==> src/rtl/video_timing_gen_if.sv <==
// Coordinate bus between the raster timing source and the pixel generators.
// The timing generator drives the x/y coordinates; the pattern side returns
// the 16-bit 0RGB 4:4:4 pixel for those coordinates in the same clock.
interface video_timing_gen_if;
  logic [9:0]  h_count;
  logic [9:0]  v_count;
  logic [15:0] pixel_in;

  modport master (
    output h_count,
    output v_count,
    input  pixel_in
  );

  modport slave (
    input  h_count,
    input  v_count,
    output pixel_in
  );
endinterface

==> src/rtl/video_timing_gen.sv <==
// Raster timing generator (640x480@60 by default) for the HDMI output path.
// Stage 0: free-running x/y counters published on the coordinate bus, plus
// combinational decode of data-enable, syncs and frame start.
// Stage 1: output register aligning sync/DE/frame_start with the returned
// pixel, which is expanded from 4:4:4 to 24-bit RGB.
// Both totals must stay at or below 1024 to fit the 10-bit counters.
module video_timing_gen #(
  parameter int unsigned H_ACTIVE = 640,
  parameter int unsigned H_FP     = 16,
  parameter int unsigned H_SYNC   = 96,
  parameter int unsigned H_BP     = 48,
  parameter int unsigned V_ACTIVE = 480,
  parameter int unsigned V_FP     = 10,
  parameter int unsigned V_SYNC   = 2,
  parameter int unsigned V_BP     = 33,
  parameter logic        SYNC_POL = 1'b0
) (
  input  logic                      clk,
  input  logic                      rst,
  video_timing_gen_if.master        coord,
  output logic                      hsync,
  output logic                      vsync,
  output logic                      video_de,
  output logic [23:0]               rgb,
  output logic                      frame_start
);

  localparam int unsigned H_TOTAL = H_ACTIVE + H_FP + H_SYNC + H_BP;
  localparam int unsigned V_TOTAL = V_ACTIVE + V_FP + V_SYNC + V_BP;

  localparam logic [9:0] H_LAST_C   = 10'(H_TOTAL - 1);
  localparam logic [9:0] V_LAST_C   = 10'(V_TOTAL - 1);
  localparam logic [9:0] H_ACT_C    = 10'(H_ACTIVE);
  localparam logic [9:0] V_ACT_C    = 10'(V_ACTIVE);
  localparam logic [9:0] HS_BEGIN_C = 10'(H_ACTIVE + H_FP);
  localparam logic [9:0] HS_END_C   = 10'(H_ACTIVE + H_FP + H_SYNC);
  localparam logic [9:0] VS_BEGIN_C = 10'(V_ACTIVE + V_FP);
  localparam logic [9:0] VS_END_C   = 10'(V_ACTIVE + V_FP + V_SYNC);

  // Replicate each 4-bit colour component into 8 bits: {R,R},{G,G},{B,B}.
  function automatic logic [23:0] expand(input logic [11:0] p);
    expand = {p[11:8], p[11:8], p[7:4], p[7:4], p[3:0], p[3:0]};
  endfunction

  logic [9:0]  h_count_r;
  logic [9:0]  v_count_r;
  logic        de0_s;
  logic        hs0_s;
  logic        vs0_s;
  logic        fs0_s;
  logic        hsync_r;
  logic        vsync_r;
  logic        video_de_r;
  logic        frame_start_r;
  logic [23:0] rgb_r;
  logic [3:0]  pix_unused_s;

  // The top nibble of the returned pixel carries no colour information.
  assign pix_unused_s = coord.pixel_in[15:12];

  // Stage 0: x counter wraps at end of line, y steps on the wrap, both wrap at end of frame.
  always_ff @(posedge clk or negedge rst) begin
    if (!rst) begin
      h_count_r <= 10'd0;
      v_count_r <= 10'd0;
    end else if (h_count_r == H_LAST_C) begin
      h_count_r <= 10'd0;
      if (v_count_r == V_LAST_C) begin
        v_count_r <= 10'd0;
      end else begin
        v_count_r <= v_count_r + 10'd1;
      end
    end else begin
      h_count_r <= h_count_r + 10'd1;
    end
  end

  // Stage 0 decode of visible area, sync windows and frame origin from the counters.
  always_comb begin
    de0_s = 1'b0;
    hs0_s = 1'b0;
    vs0_s = 1'b0;
    fs0_s = 1'b0;
    if ((h_count_r < H_ACT_C) && (v_count_r < V_ACT_C)) begin
      de0_s = 1'b1;
    end else begin
      de0_s = 1'b0;
    end
    if ((h_count_r >= HS_BEGIN_C) && (h_count_r < HS_END_C)) begin
      hs0_s = 1'b1;
    end else begin
      hs0_s = 1'b0;
    end
    if ((v_count_r >= VS_BEGIN_C) && (v_count_r < VS_END_C)) begin
      vs0_s = 1'b1;
    end else begin
      vs0_s = 1'b0;
    end
    if ((h_count_r == 10'd0) && (v_count_r == 10'd0)) begin
      fs0_s = 1'b1;
    end else begin
      fs0_s = 1'b0;
    end
  end

  // Stage 1: register decode and pixel together so every output lags the counters by one clock.
  always_ff @(posedge clk or negedge rst) begin
    if (!rst) begin
      video_de_r    <= 1'b0;
      frame_start_r <= 1'b0;
      hsync_r       <= ~SYNC_POL;
      vsync_r       <= ~SYNC_POL;
      rgb_r         <= 24'h000000;
    end else begin
      video_de_r    <= de0_s;
      frame_start_r <= fs0_s;
      hsync_r       <= hs0_s ? SYNC_POL : ~SYNC_POL;
      vsync_r       <= vs0_s ? SYNC_POL : ~SYNC_POL;
      rgb_r         <= de0_s ? expand(coord.pixel_in[11:0]) : 24'h000000;
    end
  end

  assign coord.h_count = h_count_r;
  assign coord.v_count = v_count_r;
  assign hsync         = hsync_r;
  assign vsync         = vsync_r;
  assign video_de      = video_de_r;
  assign rgb           = rgb_r;
  assign frame_start   = frame_start_r;

endmodule
==> src/flat_wrapper.sv <==
// flat-port wrapper written by rule: the top's interface ports become plain ports
module video_timing_gen_flat 
#(
  parameter int unsigned H_ACTIVE = 640,
  parameter int unsigned H_FP     = 16,
  parameter int unsigned H_SYNC   = 96,
  parameter int unsigned H_BP     = 48,
  parameter int unsigned V_ACTIVE = 480,
  parameter int unsigned V_FP     = 10,
  parameter int unsigned V_SYNC   = 2,
  parameter int unsigned V_BP     = 33,
  parameter logic        SYNC_POL = 1'b0
)
  (clk, rst, hsync, vsync, video_de, rgb, frame_start, coord_h_count, coord_v_count, coord_pixel_in);
  video_timing_gen_if coord_i ();
  input  logic clk;
  input  logic rst;
  output logic hsync;
  output logic vsync;
  output logic video_de;
  output logic [23:0] rgb;
  output logic frame_start;
  output wire logic [$bits(coord_i.h_count)-1:0] coord_h_count;
  output wire logic [$bits(coord_i.v_count)-1:0] coord_v_count;
  input wire logic [$bits(coord_i.pixel_in)-1:0] coord_pixel_in;
  assign coord_h_count = coord_i.h_count;
  assign coord_v_count = coord_i.v_count;
  assign coord_i.pixel_in = coord_pixel_in;
  video_timing_gen #(.H_ACTIVE(H_ACTIVE), .H_FP(H_FP), .H_SYNC(H_SYNC), .H_BP(H_BP), .V_ACTIVE(V_ACTIVE), .V_FP(V_FP), .V_SYNC(V_SYNC), .V_BP(V_BP), .SYNC_POL(SYNC_POL)) u_core (.clk(clk), .rst(rst), .coord(coord_i), .hsync(hsync), .vsync(vsync), .video_de(video_de), .rgb(rgb), .frame_start(frame_start));
endmodule
==> config.mk <==
export PLATFORM = sky130hd
export DESIGN_NAME = video_timing_gen_flat
export DESIGN_NICKNAME = d
export VERILOG_FILES = /design/src/rtl/video_timing_gen_if.sv /design/src/rtl/video_timing_gen.sv /design/src/flat_wrapper.sv
export SDC_FILE = /design/constraint.sdc
export NUM_CORES = 1
export LEC_CHECK = 0
export CELL_PAD_IN_SITES_DETAIL_PLACEMENT = 1
export CELL_PAD_IN_SITES_GLOBAL_PLACEMENT = 1
export CORE_ASPECT_RATIO = 0.5
export CORE_MARGIN = 2
export CORE_UTILIZATION = 32
export DETAILED_ROUTE_END_ITERATION = 16
export PLACE_DENSITY = 0.75
export SYNTH_ARGS = -nofsm -noshare
export SYNTH_HDL_FRONTEND = slang
export SYNTH_SLANG_ARGS = --single-unit
==> constraint.sdc <==
create_clock -name clk -period 2.6 [get_ports clk]
set_input_delay 0.78 -clock clk [delete_from_list [all_inputs] [get_ports clk]]
set_output_delay 0.78 -clock clk [all_outputs]
set_load 0.03 [all_outputs]
* Word level (Yosys, flattened, before mapping)
Cells that the tools add are included.
Word-level totals: output and inout bits 48, register bits after elaboration 48, input bits 18, logic and storage cells 32
Cells by class: $lt $le $gt $ge 6, $add $sub $neg 2, reductions and logical operators 6, mux-type cells 9, equality and inequality tests 2
Operators by type and width (number):
- $mux 24 | 1
- $add 10x1->10 const B | 2
- $eq 10x10->1 const B | 2
- $logic_not 10->1 | 2
- $lt 10x10->1 const B | 2
- $lt 10x9->1 const B | 2
- $mux 10 | 2
- $ge 10x10->1 const B | 1
- $ge 10x9->1 const B | 1
- $mux 1 | 6
- $logic_and 1x1->1 | 4

* Depth between registers and ports, before layout
word-level depth 4, depth in mapped cells 7, depth with buffers taken out 6

* Worst setup path before layout
No wires, ideal clock.
path type flip-flop to flip-flop, from register u_core.h_count_r[4], in the netlist u_core.coord.h_count[4], to register u_core.v_count_r[9], in the netlist u_core.coord.v_count[9], arrival time 2453 ps, data required time 2523 ps, slack 70 ps, clock period less this slack 2530 ps, buffers on the path 3, library setup time 77 ps, stages on the path, launching flop included 8, cell sequence dfrtp_1 buf_4 or4b_1 clkbuf_2 or4_1 clkbuf_2 or4_1 a21oi_1
Between the ends: longest elaborated chain between the ends 1
Ends and longest elaborated chain:
- start: declaration | RTL line video_timing_gen.sv:45 | logic [9:0] h_count_r;
- start signal: assignment | RTL line video_timing_gen.sv:74 | h_count_r <= h_count_r + 10'd1;
- $eq 10x10->1 | RTL line video_timing_gen.sv:66 | end else if (h_count_r == H_LAST_C) begin
- end signal: assignment | RTL line video_timing_gen.sv:71 | v_count_r <= v_count_r + 10'd1;
- end: declaration | RTL line video_timing_gen.sv:46 | logic [9:0] v_count_r;
Every way passes these cells. A chain may end at the register's enable or synchronous reset.

* Worst setup path after layout
from register u_core.h_count_r[6], in the netlist u_core.coord.h_count[6], to output port coord_h_count[6]
RTL lines:
- end: declaration | RTL line flat_wrapper.sv:23 | output wire logic [$bits(coord_i.h_count)-1:0] coord_h_count;
No word-level cell between the ends.

==> key figures <==
Placement
  – Pre-CTS setup slack: a little over 0.4 ns
  – Placed Area: approximately 2300 µm²
  – IO buf count: just over 60
  – Inst Count DP: about 280
  – DP Wirelength: between 3000 and 4000 µm
  – Gpl congestion: about 0.77

Synth
  – Syn Nets: 175
  – Xor and xnor area share after synthesis: 0.0698
  – Leading area contributor after synthesis: dfrtp_1
  – Largest family of logic cells by synthesized area: simple AND/OR/NAND/NOR gates
  – Number of synthesized register bits: 36
  – Top FF cell, synth: dfrtp_1
  – Synth Area in Compound Gates: 0.0360
  – Number of synthesized flops with an enable pin: 0
  – Yosys top cell area share: 0.521
  – Sequential share of the synthesized area: 0.554
  – Asr flop ratio synth: 1.00
  – Leading post-synthesis cells by cell area: dfrtp_1, buf_4, and2_1, xor2_1, dfstp_2
  – Mapped Cells: 153
  – Syn_area_per_cell: around 11 µm²
  – Mapped Area: around 1600 µm²
  – Netlist cell types: 29
  – Mux cell area share after synthesis: 0
  – Post-synthesis simple-gate area fraction: 0.228
  – Yosys warnings: 0
  – Area share of fa/ha/maj cells after synthesis: 0.0307

Timing
  – Slew headroom: 0.468
  – Final TNS setup: 0 ns
  – Unrepaired setup endpoints after global routing: no
  – Max Freq: roughly 440 MHz
  – Final setup fails: 0
  – Final Max Slew Viols: 0
  – Fin crit share: 0.882
  – Worst Clk Skew: ~0.005 ns
  – Final Hold Fails: 0
  – Min Tclk post-route: between 2 and 2.5 ns
  – Actual slew at the worst max-slew pin: ~0.80 ns
  – Final Worst Setup Slack: about 0.31 ns

Floorplanning
  – Die Wd: ~100 µm
  – Core area: approximately 5000 µm²
  – Initial core utilization: 0.332
  – FP Rows: 18
  – IO Count: between 60 and 70
  – Vert. Die Dim: between 50 and 60 µm
  – DIE AREA: around 5700 µm²

GRT
  – Vias in the first global route: between 1000 and 1500
  – GR Overflow Total: 0
  – Tot GR Track Use: 0.147
  – Initial antenna violation count: 0
  – First-pass GRT wire length: 6420 µm
  – Largest net degree at the start of global routing: 37

Pwr
  – NetSw: about 0.28 mW
  – Clock share of power: 0.420
  – Cell-internal power: ~0.9 mW
  – Logic pwr share: 0.096
  – Power per cell area: 499 nW/µm²
  – Switching Share: 0.237
  – Leakage: 0.985 nW
  – Sequential power share: 0.484
  – Peak VDD IR: between 0.2 and 0.25 mV

Setup path
  – CP Class: reg2out
  – Crit path launch type: flop
  – Critical Path AT: 1.51 ns
  – Top delay family on crit path: buffers and inverters
  – Critical-path top delay cell: clkdlybuf4s50_1
  – Slowest stage delay, CP: 0.74 ns
  – Required @ worst endpoint: about 1.8 ns
  – Critical Path, Cell by Cell: clkdlybuf4s50_1
  – Crit path buffers/inverters: 1
  – Critical Path Sink Type: output pin
  – Worst-path fanout max: 7

Route
  – Initial drt markers: 44
  – Via Count: 1325
  – Vias per cell: roughly 4.7
  – Drt first pass iters: 4
  – DRT antenna net count: 0
  – DR DRC count: 0
  – WL final: slightly above 4000 µm
  – Routed WL per cell: approximately 14 µm

Final layout
  – Non-Filler Instances: 283
  – N_diodes: 0
  – Nets@finish: around 230
  – Layout area overhead: 45.7%
  – Layout cells sized above 1: 0.0892
  – Core Util, Final: 0.484
  – Cell area after layout: around 2400 µm²

Clocking
  – CTS Root Cell: clkbuf_8
  – H-tree depth: 2
  – CTS tree: done
  – Worst-skew pair later-pin latency: about 0.29 ns
  – Post-CTS Resized: 0
  – CTS Sinks: 36
  – Hold buffer count at cts: 0
  – Post-CTS setup buffers: 0
  – Clock buffer depth: 2
  – Clock slew at reported path FFs: around 0.070 ns
  – CTS Buf Count: 5

Outcome
  – Status: completed

Min path
  – HP Class: reg2reg

Flow run
  – Max cap viols: 0
## worst reg2reg max path, delay by kind of cell (launching register included)
family           cells  cell delay [ns]
flip-flops           1             0.47
AO/OA/AOI/OAI        1             0.15
AND/OR/NAND/NOR      3             1.55
## power groups by stage
stage | clock [mW] | combinational [mW] | sequential (mW)
after global placement | 0 | 0.113 | 0.584
after CTS | 0.515 | 0.115 | 0.574
after floorplan | 0 | 0.0399 | 0.604
final | 0.499 | 0.113 | 0.574
after global routing | 0.529 | 0.120 | 0.575
after detailed placement | 0 | 0.115 | 0.585
## routing by layer
metal / global-route usage / wire [µm]
met1: 0.187 / 1900
met2: 0.250 / 1970
met3: 0.0357 / 166
met4: 0.0600 / 63
met5: 0 / 0
## kinds of logic after synthesis
family,count (synthesis)
simple gates,68
fa+ha+maj,4
compound gates,10
flops,36
xor+xnor,13
buf+inv,22
## path summary, 6_finish.rpt
check / depth (start not counted) / slack, ns / endpoint / start
worst max-delay path: 1 / 0.31 / coord_h_count[6] / u_core.coord.h_count[6]$_DFF_PN0_
worst min-delay path: 1 / 0.54 / u_core.coord.v_count[8]$_DFFE_PN0N_ / u_core.coord.v_count[8]$_DFFE_PN0N_
worst max register to register: 4 / 0.37 / u_core.coord.v_count[9]$_DFFE_PN0N_ / u_core.coord.h_count[6]$_DFF_PN0_
worst min register to register: 1 / 0.54 / u_core.coord.v_count[8]$_DFFE_PN0N_ / u_core.coord.v_count[8]$_DFFE_PN0N_
max in group asynchronous: 1 / 1.52 / u_core.coord.h_count[7]$_DFF_PN0_ / rst
min in group asynchronous: 1 / 0.56 / u_core.coord.v_count[2]$_DFFE_PN0N_ / rst
## synth_stat cells (2+ instances only)
master / number
clkbuf_2: 2
or4_1: 4
o31ai_1: 2
nand2_1: 10
buf_4: 13
dfstp_2: 2
nor3_1: 4
nor2_1: 11
and2_1: 13
xor2_1: 8
nand3_1: 8
nor4_1: 7
nand4_1: 4
xnor2_1: 5
inv_1: 6
ha_1: 4
dfrtp_1: 34
o21ai_0: 5
## flip-flops by register name (all words and copies together) (netlist names)
register,cells
u_core.rgb,12
u_core.frame_start,1
u_core.vsync,1
u_core.coord.h_count,10
u_core.coord.v_count,10
u_core.video_de,1
u_core.hsync,1
## cell usage in the layout (no fill, tap or decap), drive strengths merged
cell type / n
clkdlybuf4s50: 60
dfrtp: 34
and2: 13
nor2: 11
nand2: 10
nand3: 8
xor2: 8
buf: 8
nor4: 7
inv: 6
o21ai: 5
xnor2: 5
clkbuf: 5
nand4: 4
nor3: 4
or4: 4
ha: 4
o31ai: 2
dfstp: 2
or4b: 1
o21a: 1
and3: 1
and4: 1
or3: 1
nor2b: 1
nand2b: 1
nand3b: 1
a21oi: 1
o22ai: 1
clkinvlp: 1
clkinv: 1
bufinv: 1
## stage by stage
step                      hold slack (ns)  power, mW
after floorplan                     0.484      0.644
after global placement              0.514      0.697
final                               0.538       1.19
after CTS                           0.538       1.21
after detailed placement            0.522      0.700
after global routing                0.566       1.22
## final cells by class
class,count,area [µm²]
repair buffers,68,658
flip-flops and latches,36,903
inverters,6,22.5
clock buffers,5,68.8
multi-input cells,95,594
clock inverters,3,42.5
well taps,70,87.6
fillers,560,2530
Note: power is estimated with default switching activity, not from simulation.
